==> src/rtl/sim_tohost_monitor_if.sv <==
// Data-memory write port and retire lanes as seen by the tohost monitor.
interface sim_tohost_monitor_if #(
    parameter int ADDR_W = 32,
    parameter int NRET   = 1
);
    logic              dmem_wvalid;
    logic [ADDR_W-1:0] dmem_waddr;
    logic [31:0]       dmem_wdata;
    logic [NRET-1:0]   retire;

    modport master (
        output dmem_wvalid,
        output dmem_waddr,
        output dmem_wdata,
        output retire
    );

    modport slave (
        input dmem_wvalid,
        input dmem_waddr,
        input dmem_wdata,
        input retire
    );
endinterface

==> src/rtl/sim_tohost_monitor.sv <==
// Tohost monitor: console chars, finish/exit code, counter snapshots,
// cycle/instret counters, post-finish drain and optional watchdog.
module sim_tohost_monitor #(
    parameter int              ADDR_W       = 32,
    parameter logic [ADDR_W-1:0] TOHOST_ADDR = 32'h4000_0000,
    parameter int              NRET         = 1,
    parameter int              CNT_W        = 64,
    parameter int              FINISH_DELAY = 2,
    parameter int              TIMEOUT      = 0
) (
    input  logic               aclk_i,
    input  logic               areset_ni,
    sim_tohost_monitor_if.slave bus,
    output logic               putc_valid_o,
    output logic [7:0]         putc_char_o,
    output logic               snap_valid_o,
    output logic [CNT_W-1:0]   snap_cycle_o,
    output logic [CNT_W-1:0]   snap_instret_o,
    output logic [CNT_W-1:0]   cycle_o,
    output logic [CNT_W-1:0]   instret_o,
    output logic               done_o,
    output logic [15:0]        exit_code_o,
    output logic               pass_o,
    output logic               timeout_o
);
    typedef enum logic [1:0] {RUN, DRAIN, DONE} state_e;

    localparam int DW = (FINISH_DELAY > 1) ? $clog2(FINISH_DELAY + 1) : 1;
    localparam logic [CNT_W-1:0] TO_M1 = CNT_W'(TIMEOUT - 1);

    state_e            state_q, state_d;
    logic [DW-1:0]     drain_q, drain_d;
    logic [CNT_W-1:0]  cycle_q, cycle_d;
    logic [CNT_W-1:0]  instret_q, instret_d;
    logic              putc_valid_q, putc_valid_d;
    logic [7:0]        putc_char_q, putc_char_d;
    logic              snap_valid_q, snap_valid_d;
    logic [CNT_W-1:0]  snap_cycle_q, snap_cycle_d;
    logic [CNT_W-1:0]  snap_instret_q, snap_instret_d;
    logic [15:0]       exit_code_q, exit_code_d;
    logic              done_q, done_d;
    logic              pass_q, pass_d;
    logic              timeout_q, timeout_d;

    logic              acc;
    logic [1:0]        cmd;
    logic              active;
    logic [CNT_W-1:0]  pop;

    wire unused_ok = &{1'b0, bus.dmem_wdata[31:18]};

    assign acc    = bus.dmem_wvalid && (bus.dmem_waddr == TOHOST_ADDR);
    assign cmd    = bus.dmem_wdata[17:16];
    assign active = (state_q != DONE);

    always_comb begin
        pop = '0;
        for (int i = 0; i < NRET; i++) begin
            pop = pop + CNT_W'(bus.retire[i]);
        end
    end

    always_comb begin
        state_d        = state_q;
        drain_d        = drain_q;
        cycle_d        = cycle_q;
        instret_d      = instret_q;
        putc_valid_d   = 1'b0;
        putc_char_d    = putc_char_q;
        snap_valid_d   = 1'b0;
        snap_cycle_d   = snap_cycle_q;
        snap_instret_d = snap_instret_q;
        exit_code_d    = exit_code_q;
        done_d         = done_q;
        pass_d         = pass_q;
        timeout_d      = timeout_q;

        if (active) begin
            cycle_d   = cycle_q + 1'b1;
            instret_d = instret_q + pop;
            if (acc && cmd == 2'b01) begin
                putc_valid_d = 1'b1;
                putc_char_d  = bus.dmem_wdata[7:0];
            end
            if (acc && cmd == 2'b11) begin
                snap_valid_d   = 1'b1;
                snap_cycle_d   = cycle_q;
                snap_instret_d = instret_q;
            end
        end

        unique case (state_q)
            RUN: begin
                if (acc && cmd == 2'b10) begin
                    exit_code_d = bus.dmem_wdata[15:0];
                    if (FINISH_DELAY == 0) begin
                        state_d = DONE;
                        done_d  = 1'b1;
                        pass_d  = (bus.dmem_wdata[15:0] == 16'h0);
                    end else begin
                        state_d = DRAIN;
                        drain_d = DW'(FINISH_DELAY);
                    end
                end else if (TIMEOUT != 0 && cycle_q == TO_M1) begin
                    state_d     = DONE;
                    done_d      = 1'b1;
                    timeout_d   = 1'b1;
                    exit_code_d = 16'hFFFF;
                    pass_d      = 1'b0;
                end
            end
            DRAIN: begin
                if (drain_q <= DW'(1)) begin
                    state_d = DONE;
                    done_d  = 1'b1;
                    pass_d  = (exit_code_q == 16'h0);
                end else begin
                    drain_d = drain_q - 1'b1;
                end
            end
            default: ;
        endcase
    end

    always_ff @(posedge aclk_i) begin
        if (!areset_ni) begin
            state_q        <= RUN;
            drain_q        <= '0;
            cycle_q        <= '0;
            instret_q      <= '0;
            putc_valid_q   <= 1'b0;
            putc_char_q    <= '0;
            snap_valid_q   <= 1'b0;
            snap_cycle_q   <= '0;
            snap_instret_q <= '0;
            exit_code_q    <= '0;
            done_q         <= 1'b0;
            pass_q         <= 1'b0;
            timeout_q      <= 1'b0;
        end else begin
            state_q        <= state_d;
            drain_q        <= drain_d;
            cycle_q        <= cycle_d;
            instret_q      <= instret_d;
            putc_valid_q   <= putc_valid_d;
            putc_char_q    <= putc_char_d;
            snap_valid_q   <= snap_valid_d;
            snap_cycle_q   <= snap_cycle_d;
            snap_instret_q <= snap_instret_d;
            exit_code_q    <= exit_code_d;
            done_q         <= done_d;
            pass_q         <= pass_d;
            timeout_q      <= timeout_d;
        end
    end

    assign putc_valid_o   = putc_valid_q;
    assign putc_char_o    = putc_char_q;
    assign snap_valid_o   = snap_valid_q;
    assign snap_cycle_o   = snap_cycle_q;
    assign snap_instret_o = snap_instret_q;
    assign cycle_o        = cycle_q;
    assign instret_o      = instret_q;
    assign done_o         = done_q;
    assign exit_code_o    = exit_code_q;
    assign pass_o         = pass_q;
    assign timeout_o      = timeout_q;
endmodule

==> src/flat_wrapper.sv <==
// flat-port wrapper written by rule: the top's interface ports become plain ports
module sim_tohost_monitor_flat 
#(
    parameter int              ADDR_W       = 32,
    parameter logic [ADDR_W-1:0] TOHOST_ADDR = 32'h4000_0000,
    parameter int              NRET         = 1,
    parameter int              CNT_W        = 64,
    parameter int              FINISH_DELAY = 2,
    parameter int              TIMEOUT      = 0
)
  (aclk_i, areset_ni, putc_valid_o, putc_char_o, snap_valid_o, snap_cycle_o, snap_instret_o, cycle_o, instret_o, done_o, exit_code_o, pass_o, timeout_o, bus_dmem_wvalid, bus_dmem_waddr, bus_dmem_wdata, bus_retire);
  sim_tohost_monitor_if #(.ADDR_W(ADDR_W), .NRET(NRET)) bus_i ();
  input  logic aclk_i;
  input  logic areset_ni;
  output logic putc_valid_o;
  output logic [7:0] putc_char_o;
  output logic snap_valid_o;
  output logic [CNT_W-1:0] snap_cycle_o;
  output logic [CNT_W-1:0] snap_instret_o;
  output logic [CNT_W-1:0] cycle_o;
  output logic [CNT_W-1:0] instret_o;
  output logic done_o;
  output logic [15:0] exit_code_o;
  output logic pass_o;
  output logic timeout_o;
  input wire logic [$bits(bus_i.dmem_wvalid)-1:0] bus_dmem_wvalid;
  input wire logic [$bits(bus_i.dmem_waddr)-1:0] bus_dmem_waddr;
  input wire logic [$bits(bus_i.dmem_wdata)-1:0] bus_dmem_wdata;
  input wire logic [$bits(bus_i.retire)-1:0] bus_retire;
  assign bus_i.dmem_wvalid = bus_dmem_wvalid;
  assign bus_i.dmem_waddr = bus_dmem_waddr;
  assign bus_i.dmem_wdata = bus_dmem_wdata;
  assign bus_i.retire = bus_retire;
  sim_tohost_monitor #(.ADDR_W(ADDR_W), .TOHOST_ADDR(TOHOST_ADDR), .NRET(NRET), .CNT_W(CNT_W), .FINISH_DELAY(FINISH_DELAY), .TIMEOUT(TIMEOUT)) u_core (.aclk_i(aclk_i), .areset_ni(areset_ni), .bus(bus_i), .putc_valid_o(putc_valid_o), .putc_char_o(putc_char_o), .snap_valid_o(snap_valid_o), .snap_cycle_o(snap_cycle_o), .snap_instret_o(snap_instret_o), .cycle_o(cycle_o), .instret_o(instret_o), .done_o(done_o), .exit_code_o(exit_code_o), .pass_o(pass_o), .timeout_o(timeout_o));
endmodule
==> config.mk <==
export PLATFORM = sky130hd
export DESIGN_NAME = sim_tohost_monitor_flat
export DESIGN_NICKNAME = d
export VERILOG_FILES = /design/src/rtl/sim_tohost_monitor_if.sv /design/src/rtl/sim_tohost_monitor.sv /design/src/flat_wrapper.sv
export SDC_FILE = /design/constraint.sdc
export NUM_CORES = 1
export LEC_CHECK = 0
export BUFFER_PORTS_ARGS = -buffer_cell sky130_fd_sc_hd__buf_2
export CAP_MARGIN = 40
export CELL_PAD_IN_SITES_DETAIL_PLACEMENT = 1
export CELL_PAD_IN_SITES_GLOBAL_PLACEMENT = 2
export CORE_UTILIZATION = 29
export DETAILED_ROUTE_END_ITERATION = 7
export PLACE_DENSITY_LB_ADDON = 0.12
export SETUP_SLACK_MARGIN = 0.2
export SLEW_MARGIN = 15
export SYNTH_ARGS = -nofsm -noshare
export SYNTH_HDL_FRONTEND = slang
export SYNTH_SLANG_ARGS = --single-unit
==> constraint.sdc <==
create_clock -name aclk_i -period 2.6 [get_ports aclk_i]
set_input_delay 0.52 -clock aclk_i [delete_from_list [all_inputs] [get_ports aclk_i]]
set_output_delay 0.52 -clock aclk_i [all_outputs]
set_load 0.03 [all_outputs]
==> results.md <==
- Status: completed
- Largest net degree at the start of global routing: 130
- Crit start category: flip-flop
- Hpwl dp: 29,800 um
- Setup Skew: about 15 ps
- First-pass GRT wire length: 65,900 um
- Top_reg_cell synth: dfxtp_1
- Most frequent cell after synthesis: nand2_1
- Arr. time, crit path: 2750 ps
- Share of the synthesized area in the top cell type: 0.486
- Post-Place Worst Slack: 189 ps
- Final setup margin: 324 ps
- Total CTS buffers: 36
- Leading post-synthesis cells by cell area: dfxtp_1 (49%), nand2_1 (9.8%), a21oi_1 (8.3%)
- Starting DRT DRC Count: approximately 400
- RSZ-0062 raised after global routing: yes
- H-tree Lvls: 2
- Final Hold Viols: 0
- Post-synth top cells: nand2_1 (309), dfxtp_1 (288), a21oi_1 (198)
- Setup-failing EPs final: 0
- Design Area, Final: about 16,000 um^2
- Yosys reg bits: about 290
- Finished Core Util: 0.397
- GRT Total Usage: 0.198
- YS warnings: 0
- Starting Density: 0.297
- Vias: 11,832
- Critical path class: flip-flop to flip-flop
- Worst-path clk slew: 60 ps
- Placed cells: 2,317
- Nets@finish: 1,904
- Min Hold Slack: 215 ps
- Worst reg2reg path depth: 6
- Crit-path max cell delay: 520 ps
- Routability cong.: 0.767
- DRC violations left: 0
- Width of the chip: 204 um
- Remaining antenna violation count: 0
- Post-synth EDFFs: 0
- Tcrit/Tclk final: 0.875
- Required @ worst endpoint: 3070 ps
- Number of fill cells in the layout: just under 5,000
- CP max FO: 16
- Synthesized area per cell: 8.22 um^2
- Hold_buf cts: 0
- Peak VDD IR: 520 uV
- Worst-path cell chain: and4_1 -> nand4_4 -> or4_1 -> buf_4 -> or4_1 -> a21oi_1
- Synth Instances: approximately 1,400
- Slowest library cell on the worst path: or4_1
- Worst-Skew Late Latency: between 500 and 600 ps
- CTS tree: built
- Most frequent CP cell: or4_1
- Die ar.: 41,700 um^2
- WL/cell: 17.6 um
- Grt met3 use: 0.0421
- Vias/cell: around 5
- Worst hold path cell count: 3
- IO Port Bufs: 337
- Sequential area share after synthesis: 0.486
- Syn_nets: roughly 1,500
- Final worst path period need: 2280 ps
- Worst-Margin Slew: 665 ps
- Met1 usage: 0.242
- # IOs: 353
- FMAX: 0.439 GHz
- CTS Sinks: 288
- Hold WC Path Type: primary input to flip-flop
- Cell row count: 73
- PwrDens: 605 nW/um^2
- CORE AREA: between 40,000 and 50,000 um^2
- Async S/R FF share, synth: 0
- Critical R2R Launch: u_core.cycle_o[36]
- Max-Cap Viols: 0
- Detailed Route WL: 41,900 um
- Die height: 204 um
- Slew margin rel.: 0.553
- Top cell type by total area after synthesis: dfxtp_1
- Share of layout cells above drive strength 1: 0.287
- Start point of the critical path: u_core.cycle_o[36]
- Leak: 6.48 nW
- Worst R2R End: u_core.cycle_o[63]
- Area grow syn2layout: 33.8%
- Critical Path End: u_core.cycle_o[63]
- Pwr Total: 9.61 mW
- Final slew viol count: 0
- Maximum clock path buffer count: 3
- Synth Cell Area: 11,900 um^2
- Initial antenna violation count: 0
- ANT cells: 0
- Final Non-Filler Cells: 2,378
- Crit path capture type: flip-flop
- Grt ovf: 0
- R2r setup slk: 320 ps
- Vias in the first global route: 11,703
- Yosys cell types: 50
- CTS Root Buffer Type: clkbuf_16
- Final setup TNS: 0 ps
- GRT Max-Usage Layer: met2
- First-pass iteration count of the detailed router: 6
- Post-DP Area: 14,700 um^2
- Met2 Usage GRT: 0.343
-- worst max-delay path, delay by kind of cell, from the launching register on --
family	cells	cell delay, ps
AO/OA/AOI/OAI	1	140
flip-flops	1	400
AND/OR/NAND/NOR	4	1460
buffers and inverters	1	200
-- routing by layer --
metal / share of wire / up-vias
met1: 0.44 / 5699
met5: 0 / -
met3: 0.042 / 63
met4: 0.028 / 0
li1: - / 5867
met2: 0.49 / 203
-- state kept, by name, indices dropped and copies added (netlist names) --
register / flops
u_core.putc_valid_o: 1
u_core.snap_cycle_o: 64
u_core.drain_q: 2
u_core.cycle_o: 64
u_core.pass_o: 1
u_core.snap_valid_o: 1
u_core.state_q: 2
u_core.putc_char_o: 8
u_core.exit_code_o: 16
u_core.instret_o: 64
u_core.snap_instret_o: 64
u_core.done_o: 1
-- power by group --
part,internal (mW),total (mW),switching (mW),leakage [nW]
Sequential,4.42,4.43,0.00810,2.33
Combinational,0.0659,0.203,0.137,3.59
Clock,3.01,4.98,1.96,0.567
Total,7.50,9.61,2.11,6.48
-- area by class of cell --
cell class / instances / area, um^2 / share of cell area
Clock buffer: 53 / 1070 / 0.0671
Multi-Input combinational cell: 1048 / 5700 / 0.359
Clock inverter: 6 / 80.1 / 0.00504
Sequential cell: 288 / 5800 / 0.365
Inverter: 23 / 93.8 / 0.00591
Tap cell: 525 / 657 / 0.0414
Timing Repair Buffer: 435 / 2500 / 0.157
-- cells by family (layout without fill, tap and decap cells) --
family / count (synthesis) / count (layout) / synth area share
other: 1 / 1 / 0.000316
DFF: 288 / 288 / 0.486
muxes: 27 / 27 / 0.0228
xor gates and xnor gates: 47 / 47 / 0.0347
and+or+nand+nor: 685 / 685 / 0.284
adders and majority gates: 4 / 4 / 0.00422
buffers and inverters: 108 / 517 / 0.0358
AOI/OAI and AO/OA: 284 / 284 / 0.133
-- worst min-delay path by stage --
stage	from	end	slack, ps
5_1_grt	bus_dmem_wdata[14]	u_core.exit_code_o[14]	220
3_5_place_dp	u_core.snap_instret_o[16]	u_core.snap_instret_o[16]	440
2_1_floorplan	u_core.drain_q[0]	u_core.drain_q[0]	460
4_1_cts	bus_dmem_wdata[13]	u_core.exit_code_o[13]	190
3_3_place_gp	u_core.snap_cycle_o[45]	u_core.snap_cycle_o[45]	440
6_report	bus_dmem_wdata[13]	u_core.exit_code_o[13]	210
-- layout by cell type (no fill, tap or decap), types with 10 or more instances in the layout --
cell type and count:
nor2_1 96, and4_1 18, or3_1 35, or4_1 25
a21oi_1 198, dfxtp_1 264, buf_2 337, o41ai_1 10
inv_1 22, and3_1 11, xnor2_1 25, xor2_1 22
nor4_1 27, nand4_1 50, clkbuf_16 37, nand2_1 309
mux2i_1 27, buf_4 92, nand3_1 49, nor3_1 18
dfxtp_2 24, o31ai_1 22, o21ai_0 34
-- timing repair --
item	in CTS	in global routing
resized for setup	1	7
endpoints found under the setup margin	2	13
pin swaps	0	0
gates cloned	0	0
setup buffers	0	2
No activity file was read; power rests on OpenSTA's default activity.
